File: src/rtl/chain_score_max.sv
// chain_score_max: reduces a stream of (f[j], score(i,j), j) beats for one
// anchor i to f[i] = max(w_i, max_j(f[j] + score(i,j))) and the index of the
// winning predecessor. Earlier candidates (and the seed w_i) win ties.
module chain_score_max #(
    parameter int unsigned IDX_W = 16,
    parameter int unsigned CNT_W = 8
) (
    input  logic             clk,
    input  logic             reset,
    input  logic             start,
    input  logic [IDX_W-1:0] anchor_idx,
    input  logic [31:0]      w_i,
    input  logic [CNT_W-1:0] num_pred,
    input  logic             in_valid,
    output logic             in_ready,
    input  logic [31:0]      in_score,
    input  logic [31:0]      in_fj,
    input  logic [IDX_W-1:0] in_pidx,
    output logic             out_valid,
    input  logic             out_ready,
    output logic [31:0]      out_f,
    output logic [IDX_W-1:0] out_p,
    output logic [IDX_W-1:0] out_idx,
    output logic             busy
);

    localparam int unsigned SCORE_W = 32;
    localparam logic [SCORE_W-1:0] SAT_MAX = 32'h7FFF_FFFF;
    localparam logic [SCORE_W-1:0] SAT_MIN = 32'h8000_0000;

    typedef enum logic [1:0] {
        ST_IDLE  = 2'd0,
        ST_ACCUM = 2'd1,
        ST_DONE  = 2'd2
    } state_t;

    state_t             state_q, state_d;
    logic [SCORE_W-1:0] best_f_q, best_f_d;
    logic [IDX_W-1:0]   best_p_q, best_p_d;
    logic [IDX_W-1:0]   idx_q, idx_d;
    logic [CNT_W-1:0]   cnt_q, cnt_d;
    logic               in_ready_q, in_ready_d;
    logic               out_valid_q, out_valid_d;
    logic               busy_q, busy_d;
    logic [SCORE_W-1:0] out_f_q, out_f_d;
    logic [IDX_W-1:0]   out_p_q, out_p_d;
    logic [IDX_W-1:0]   out_idx_q, out_idx_d;

    logic signed [SCORE_W:0] sum_c;
    logic [SCORE_W-1:0]      cand_c;
    logic                    cand_gt_c;
    logic                    accept_c;

    // Candidate f[j] + score, widened by one bit then clamped to 32-bit signed range.
    always_comb begin
        sum_c = $signed({in_fj[SCORE_W-1], in_fj}) + $signed({in_score[SCORE_W-1], in_score});
        if (sum_c[SCORE_W] != sum_c[SCORE_W-1]) begin
            cand_c = sum_c[SCORE_W] ? SAT_MIN : SAT_MAX;
        end else begin
            cand_c = sum_c[SCORE_W-1:0];
        end
        cand_gt_c = $signed(cand_c) > $signed(best_f_q);
        accept_c  = in_valid && in_ready_q;
    end

    // Next-state and datapath update; registered outputs follow the next state.
    always_comb begin
        state_d     = state_q;
        best_f_d    = best_f_q;
        best_p_d    = best_p_q;
        idx_d       = idx_q;
        cnt_d       = cnt_q;
        out_f_d     = out_f_q;
        out_p_d     = out_p_q;
        out_idx_d   = out_idx_q;

        case (state_q)
            ST_IDLE: begin
                if (start) begin
                    // w_i is unsigned; values above the signed max clamp to it.
                    best_f_d = w_i[SCORE_W-1] ? SAT_MAX : {1'b0, w_i[SCORE_W-2:0]};
                    best_p_d = '1;
                    idx_d    = anchor_idx;
                    cnt_d    = num_pred;
                    state_d  = (num_pred != '0) ? ST_ACCUM : ST_DONE;
                end
            end
            ST_ACCUM: begin
                if (accept_c) begin
                    if (cand_gt_c) begin
                        best_f_d = cand_c;
                        best_p_d = in_pidx;
                    end
                    cnt_d = cnt_q - CNT_W'(1);
                    if (cnt_q == CNT_W'(1)) begin
                        state_d = ST_DONE;
                    end
                end
            end
            ST_DONE: begin
                if (out_ready) begin
                    state_d = ST_IDLE;
                end
            end
            default: begin
                state_d = ST_IDLE;
            end
        endcase

        in_ready_d  = (state_d == ST_ACCUM);
        out_valid_d = (state_d == ST_DONE);
        busy_d      = (state_d != ST_IDLE);

        // Result registers load once on entry to DONE and hold through backpressure.
        if ((state_d == ST_DONE) && (state_q != ST_DONE)) begin
            out_f_d   = best_f_d;
            out_p_d   = best_p_d;
            out_idx_d = idx_d;
        end
    end

    // State and datapath registers; reset discards any in-progress anchor.
    always_ff @(posedge clk or posedge reset) begin
        if (reset) begin
            state_q     <= ST_IDLE;
            best_f_q    <= '0;
            best_p_q    <= '0;
            idx_q       <= '0;
            cnt_q       <= '0;
            in_ready_q  <= 1'b0;
            out_valid_q <= 1'b0;
            busy_q      <= 1'b0;
            out_f_q     <= '0;
            out_p_q     <= '0;
            out_idx_q   <= '0;
        end else begin
            state_q     <= state_d;
            best_f_q    <= best_f_d;
            best_p_q    <= best_p_d;
            idx_q       <= idx_d;
            cnt_q       <= cnt_d;
            in_ready_q  <= in_ready_d;
            out_valid_q <= out_valid_d;
            busy_q      <= busy_d;
            out_f_q     <= out_f_d;
            out_p_q     <= out_p_d;
            out_idx_q   <= out_idx_d;
        end
    end

    assign in_ready  = in_ready_q;
    assign out_valid = out_valid_q;
    assign busy      = busy_q;
    assign out_f     = out_f_q;
    assign out_p     = out_p_q;
    assign out_idx   = out_idx_q;

endmodule

File: config.mk
export PLATFORM = sky130hd
export DESIGN_NAME = chain_score_max
export DESIGN_NICKNAME = d
export VERILOG_FILES = /design/src/rtl/chain_score_max.sv
export SDC_FILE = /design/constraint.sdc
export NUM_CORES = 1
export LEC_CHECK = 0
export CAP_MARGIN = 20
export CORE_MARGIN = 2
export CORE_UTILIZATION = 51
export DETAILED_ROUTE_END_ITERATION = 7
export PLACE_DENSITY = 0.78
export SKIP_CTS_REPAIR_TIMING = 1
export SYNTH_ARGS = -nofsm -noshare
export SYNTH_HDL_FRONTEND = slang
export SYNTH_SLANG_ARGS = --single-unit
File: constraint.sdc
create_clock -name clk -period 7.4 [get_ports clk]
set_input_delay 0.74 -clock clk [delete_from_list [all_inputs] [get_ports clk]]
set_output_delay 0.74 -clock clk [all_outputs]
set_load 0.005 [all_outputs]
==> results.json, run 1 <==
{
  "synth_most_common_cell": "dfrtp_1",
  "critical_path_class": "in2reg",
  "worst_setup_path_end_kind": "flop",
  "final_nets": 1388,
  "crit_path_end": "out_f[31]",
  "layout-drive-gt1-share_pct": 9.56,
  "worstPathArrival_ps": 7180,
  "via_count": 8343,
  "p_total_w": 0.00374,
  "crit_start": "in_score[17]",
  "timing.fmax_mhz": 147,
  "path_buf_inv": 2,
  "ys_warn_count": 0,
  "tns_ps": 0,
  "syn_avg_cell_area_um2": 9.11,
  "clock_path_buffers": 2,
  "start_util_pct": 52.3,
  "ir_drop_v": 0.000192,
  "pwr_density_cell_nw_per_um2": 314,
  "yosys-top-cells-count": "dfrtp_1, nand2_1, nor2_1, a21oi_1, ha_1",
  "worstPathRequired_ps": 7770,
  "fin_crit_ps": 6820,
  "drt_wl_total_um": 26200,
  "viasPerCell": 5.88,
  "outcome": "complete, no violations",
  "intPower_w": 0.00238,
  "relSlewSlack_pct": 35.2,
  "gp_congestion": 0.916,
  "synth-seq-cells": 141,
  "rows": 48,
  "finalClockSkew_ps": 11.5,
  "slowest_stage": "mux2i_2",
  "antenna_found_initial": 0,
  "antenna_cells": 0,
  "grt_pass1_wl_um": 41700,
  "drc": 0,
  "power.switching_w": 0.00136,
  "die_area_um2": 18800,
  "grt_remaining_overflow": 0,
  "root_buffer": "clkbuf_16",
  "syn-cell-area_um2": 9050,
  "grt_util_all_layers_pct": 28.3,
  "cts.sinks": 141,
  "insertion_delay_ps": 430,
  "synthSimpleGateAreaFrac_pct": 14.9,
  "rsz0062_at_grt": "no",
  "leakage_nw": 5.35,
  "synth_top_family_by_area": "compound AO/OA/AOI/OAI gates",
  "synthAdderAreaFrac_pct": 9.34,
  "cp_max_fo": 19,
  "drt_pass1_iterations": 5,
  "reg2reg_depth": 8,
  "ys_seq_area_share_pct": 39.0,
  "crit_path_start_kind": "primary input",
  "grt_pass1_vias": 8222,
  "die_w_um": 137,
  "pin_count": 208,
  "cts_tree": "yes",
  "synth.top_cell.area_share_pct": 39.0,
  "r2r_end": "out_f[18]",
  "p_sw_share_pct": 36.3,
  "syn_to_final_growth_pct": 31.3,
  "htree_levels": 4,
  "synthXorXnorAreaFrac_pct": 2.79,
  "portBuffers": 207,
  "postRouteAntennaNets": 0,
  "worstMarginPinSlew_ps": 970,
  "critical-path-top-delay-family": "compound AO/OA/AOI/OAI gates",
  "grt_max_degree": 94,
  "worst-r2r-setup-slack_ps": 3210,
  "hold_violations": 0,
  "detail_route.wl_per_cell_um": 18.5,
  "min_period_over_period_pct": 92.1,
  "coreArea_um2": 17300,
  "r2r_start": "state_q[1]",
  "clockPowerShare_pct": 23.8,
  "combinationalPowerShare_pct": 43.6,
  "p_seq_share_pct": 32.6,
  "final-setup-viol-count": 0,
  "chipHeight_um": 137,
  "clkTransAtPathRegs_ps": 60,
  "cts_buffers": 17,
  "synthCells": 994,
  "drv_slew": 0,
  "hpwl_um": 19000,
  "hp-start": "idx_q[14]",
  "synth_area_leader_cell": "dfrtp_1",
  "synth_compound_gate_area_share_pct": 21.6,
  "crit_cells": 21,
  "synth-edff-count": 0,
  "async_flop_share_pct": 100,
  "syn_nets": 1202,
  "synthMuxAreaShare_pct": 7.99,
  "worstPathCellList": "clkdlybuf4s50_1 > ha_1 > and3_1 > nand4_1 > or4_1 > a211oi_2 > o41ai_1 > mux2i_2 > nor2_1 > nor2_1 > ha_1 > a21oi_1 > o21ai_0 > a211o_1 > o31ai_1 > mux2_2 > nand2_2 > a21oi_1 > buf_4 > o21ai_0 > mux2_2",
  "synth_flop_cell": "dfrtp_1",
  "synth.area.top_cells": "dfrtp_1, ha_1, mux2_2, nand2_1, nor2_1",
  "synth_cell_types": 74,
  "drv_cap": 0,
  "first_iter_violations": 738,
  "slowest_delay_ps": 710,
  "hp-class": "reg2reg"
}
-- layout by cell type, fill, tap and decap left out, types with 10 or more instances in the layout --
cell             count
clkbuf_16           17
mux2_2              43
clkdlybuf4s50_1    207
nand4_1             13
xnor2_1             17
nand2_1            126
ha_1                66
a21o_1              20
buf_4               11
dfrtp_1            141
a31oi_1             24
o221ai_1            22
xor2_1              10
nand3_1             18
inv_1               44
o21ai_0             57
nor2_1             103
o211ai_1            13
nor3_1              16
mux2i_1             20
a21oi_1             72
-- worst min path at each step --
stage | end | slack (ps) | depth (start not counted)
after detailed placement | idx_q[1] | 450 | 2
after CTS | idx_q[4] | 470 | 2
after global placement | idx_q[3] | 450 | 2
after floorplan | idx_q[0] | 440 | 2
after global routing | idx_q[4] | 490 | 2
final | idx_q[14] | 470 | 2
-- flip-flops by register name, summed over array words and instances (netlist names) --
register,flops
out_f,32
cnt_q,8
best_p_q,16
state_q,2
in_ready,1
out_p,16
out_valid,1
best_f_q,32
idx_q,16
busy,1
out_idx,16
-- cells by family (layout without fill, tap and decap cells) --
kind of cell / count (synthesis) / in the layout
buffers and inverters: 96 / 295
and+or+nand+nor: 312 / 312
adders and majority gates: 67 / 67
DFF: 141 / 141
AOI/OAI and AO/OA: 284 / 284
xor gates and xnor gates: 28 / 28
muxes: 66 / 66
-- tightest hold or removal path, cell delays in order (launching register included) --
cell and delay [ps]:
dfrtp_1 320, nand2_1 40, nand2_1 70
-- power groups by stage --
stage	sequential (W)	clock (W)	combinational [W]
3_3_place_gp	0.00122	0	0.00155
2_1_floorplan	0.00119	0	0.00103
5_1_grt	0.00125	0.000929	0.00180
3_5_place_dp	0.00122	0	0.00160
6_report	0.00122	0.000888	0.00163
4_1_cts	0.00122	0.000897	0.00162
-- per-stage QoR --
step / instance area (um2) / hold slack (ps) / std cells / utilization, % / setup slack [ps]
after global placement: 11300 / 447 / 1386 / 65.2 / 530
after floorplan: 9050 / 436 / 994 / - / 1370
after global routing: 11900 / 489 / 1418 / 68.7 / 93.0
after detailed placement: 11300 / 453 / 1386 / 65.2 / 286
final: 11900 / 466 / 1418 / 68.7 / 584
after CTS: 11900 / 469 / 1418 / 68.7 / 716
-- cell type report --
| type | count | area (um2) |
|---|---|---|
| clock buffer | 20 | 447 |
| clock inverter | 12 | 161 |
| fill | 1414 | 5410 |
| inverter | 45 | 174 |
| multi-input combinational | 757 | 5140 |
| sequential | 141 | 3530 |
| tap | 225 | 282 |
| timing repair buffer | 218 | 2150 |
-- metal layers --
| layer | vias up | global-route usage (%) | routed length (um) |
|---|---|---|---|
| li1 | 3976 | - | - |
| met1 | 3976 | 38.2 | 11200 |
| met2 | 345 | 45.9 | 12500 |
| met3 | 46 | 5.63 | 1910 |
| met4 | 0 | 9.22 | 608 |
| met5 | - | 0 | 0 |
No activity file was read; power rests on OpenSTA's default activity.
==> run 2, diff against run 1 <==
--- a/config.mk
+++ b/config.mk
@@ -10,6 +10,7 @@
 export CORE_UTILIZATION = 51
 export DETAILED_ROUTE_END_ITERATION = 7
 export PLACE_DENSITY = 0.78
+export SETUP_SLACK_MARGIN = 0.3
 export SKIP_CTS_REPAIR_TIMING = 1
 export SYNTH_ARGS = -nofsm -noshare
 export SYNTH_HDL_FRONTEND = slang
==> results.json, run 2 (same netlist as run 1, synthesis figures left out) <==
{
  "tns_ps": 0,
  "detail_route.wl_per_cell_um": 18.5,
  "drv_cap": 0,
  "outcome": "complete, no violations",
  "grt_pass1_vias": 8222,
  "fin_crit_ps": 6830,
  "antenna_found_initial": 0,
  "cts_tree": "yes",
  "design_area_um2": 11900,
  "relSlewSlack_pct": 34.8,
  "drv_slew": 0,
  "cp_max_fo": 19,
  "grt_remaining_overflow": 0,
  "syn_to_final_growth_pct": 31.5,
  "leakage_nw": 5.35,
  "worstPathCellList": "clkdlybuf4s50_1 > ha_1 > fa_1 > a211oi_2 > o21ai_2 > o221ai_2 > a211oi_2 > a2111oi_4 > xor2_1 > nor2_1 > nor2_1 > ha_1 > a21oi_1 > o21ai_0 > a211o_1 > o31ai_1 > mux2_2 > nand2_2 > a21oi_1 > buf_4 > o21ai_0 > mux2_2",
  "min_period_over_period_pct": 92.2,
  "grt_max_degree": 94,
  "insertion_delay_ps": 430,
  "clock_path_buffers": 2,
  "chipHeight_um": 137,
  "timing.fmax_mhz": 147,
  "final-setup-viol-count": 0,
  "hp-class": "reg2reg",
  "fillers": 1413,
  "drc": 0,
  "fin_util_pct": 68.8,
  "crit_path_start_kind": "primary input",
  "worst_setup_path_end_kind": "flop",
  "slowest_delay_ps": 480,
  "reg2reg_depth": 8,
  "critical_path_class": "in2reg",
  "p_total_w": 0.00374,
  "rows": 48,
  "grt_pass1_wl_um": 41700,
  "register_area_um2": 3530,
  "worstPathArrival_ps": 7190,
  "r2r_end": "out_f[18]",
  "die_w_um": 137,
  "mostFrequentLayoutCells": "clkdlybuf4s50_1, dfrtp_1, nand2_1, nor2_1, a21oi_1",
  "cts.sinks": 141,
  "pin_count": 208,
  "first_iter_violations": 651,
  "start_util_pct": 52.3,
  "htree_levels": 4,
  "final_nets": 1388,
  "dpl_cell_area_um2": 11300,
  "hold_depth": 2,
  "drt_wl_total_um": 26300,
  "fin_ws_ps": 575,
  "multi_input_area_um2": 5160,
  "hp-start": "idx_q[14]",
  "layout-drive-gt1-share_pct": 9.64,
  "antenna_cells": 0,
  "portBuffers": 207,
  "pwr_density_cell_nw_per_um2": 314,
  "slowest_stage": "fa_1",
  "finalClockSkew_ps": 11.4,
  "clkTransAtPathRegs_ps": 60,
  "hold-path-endpoint": "idx_q[14]",
  "worst-r2r-setup-slack_ps": 3220,
  "cts_buffers": 17,
  "rsz0062_at_grt": "no",
  "via_count": 8339,
  "postRouteAntennaNets": 0,
  "worstPathRequired_ps": 7770,
  "dp_slack_ps": 286,
  "grt_util_all_layers_pct": 28.3,
  "viasPerCell": 5.88,
  "worstMarginPinSlew_ps": 976,
  "hold_violations": 0,
  "ir_drop_v": 0.000192,
  "layout_commonest_cell": "clkdlybuf4s50_1",
  "drt_pass1_iterations": 5,
  "hpwl_um": 19000,
  "coreArea_um2": 17300,
  "r2r_start": "state_q[1]",
  "gp_congestion": 0.916,
  "root_buffer": "clkbuf_16",
  "die_area_um2": 18800
}
## run 2: cell type report
type / instances / share of cell area [%]
Clock buffer: 20 / 3.75
Clock inverter: 12 / 1.36
Inverter: 45 / 1.46
Multi-Input combinational cell: 757 / 43.3
Sequential cell: 141 / 29.6
Tap cell: 225 / 2.36
Timing Repair Buffer: 218 / 18.1
## run 2: through the flow
step | cells | hold slack, ps
CTS | 1418 | 469
global route | 1418 | 489
detailed placement | 1386 | 453
global placement | 1386 | 447
floorplan | 994 | 436
finish | 1418 | 466
## run 2: report_power, final
group          switching [W]  internal [W]
clock               0.000344      0.000543
sequential          0.000154       0.00106
combinational       0.000862      0.000773
## run 2: per-layer routing
layer	up-vias	global-route usage (%)	routed length, um	part of all wire (%)
li1	3973	-	-	-
met1	3974	38.2	11200	43
met2	343	45.9	12600	48
met3	49	5.63	1810	6.9
met4	0	9.22	675	2.6
met5	-	0	0	0
## run 2: worst max path at each step
stage / startpoint / slack [ps] / endpoint
detailed placement: in_score[17] / 290 / out_f[13]
finish: in_score[0] / 570 / out_f[31]
CTS: in_score[1] / 720 / out_f[12]
global placement: in_score[1] / 530 / out_f[5]
global route: in_score[0] / 340 / out_f[12]
floorplan: in_score[0] / 1370 / out_f[3]
## run 2: critical path, delay by kind of cell
kind            cells  cell delay [ps]
buf+inv             2              650
simple gates        3              700
xor+xnor            1              460
fa+ha+maj           3              980
compound gates     11             2940
mux                 2              700
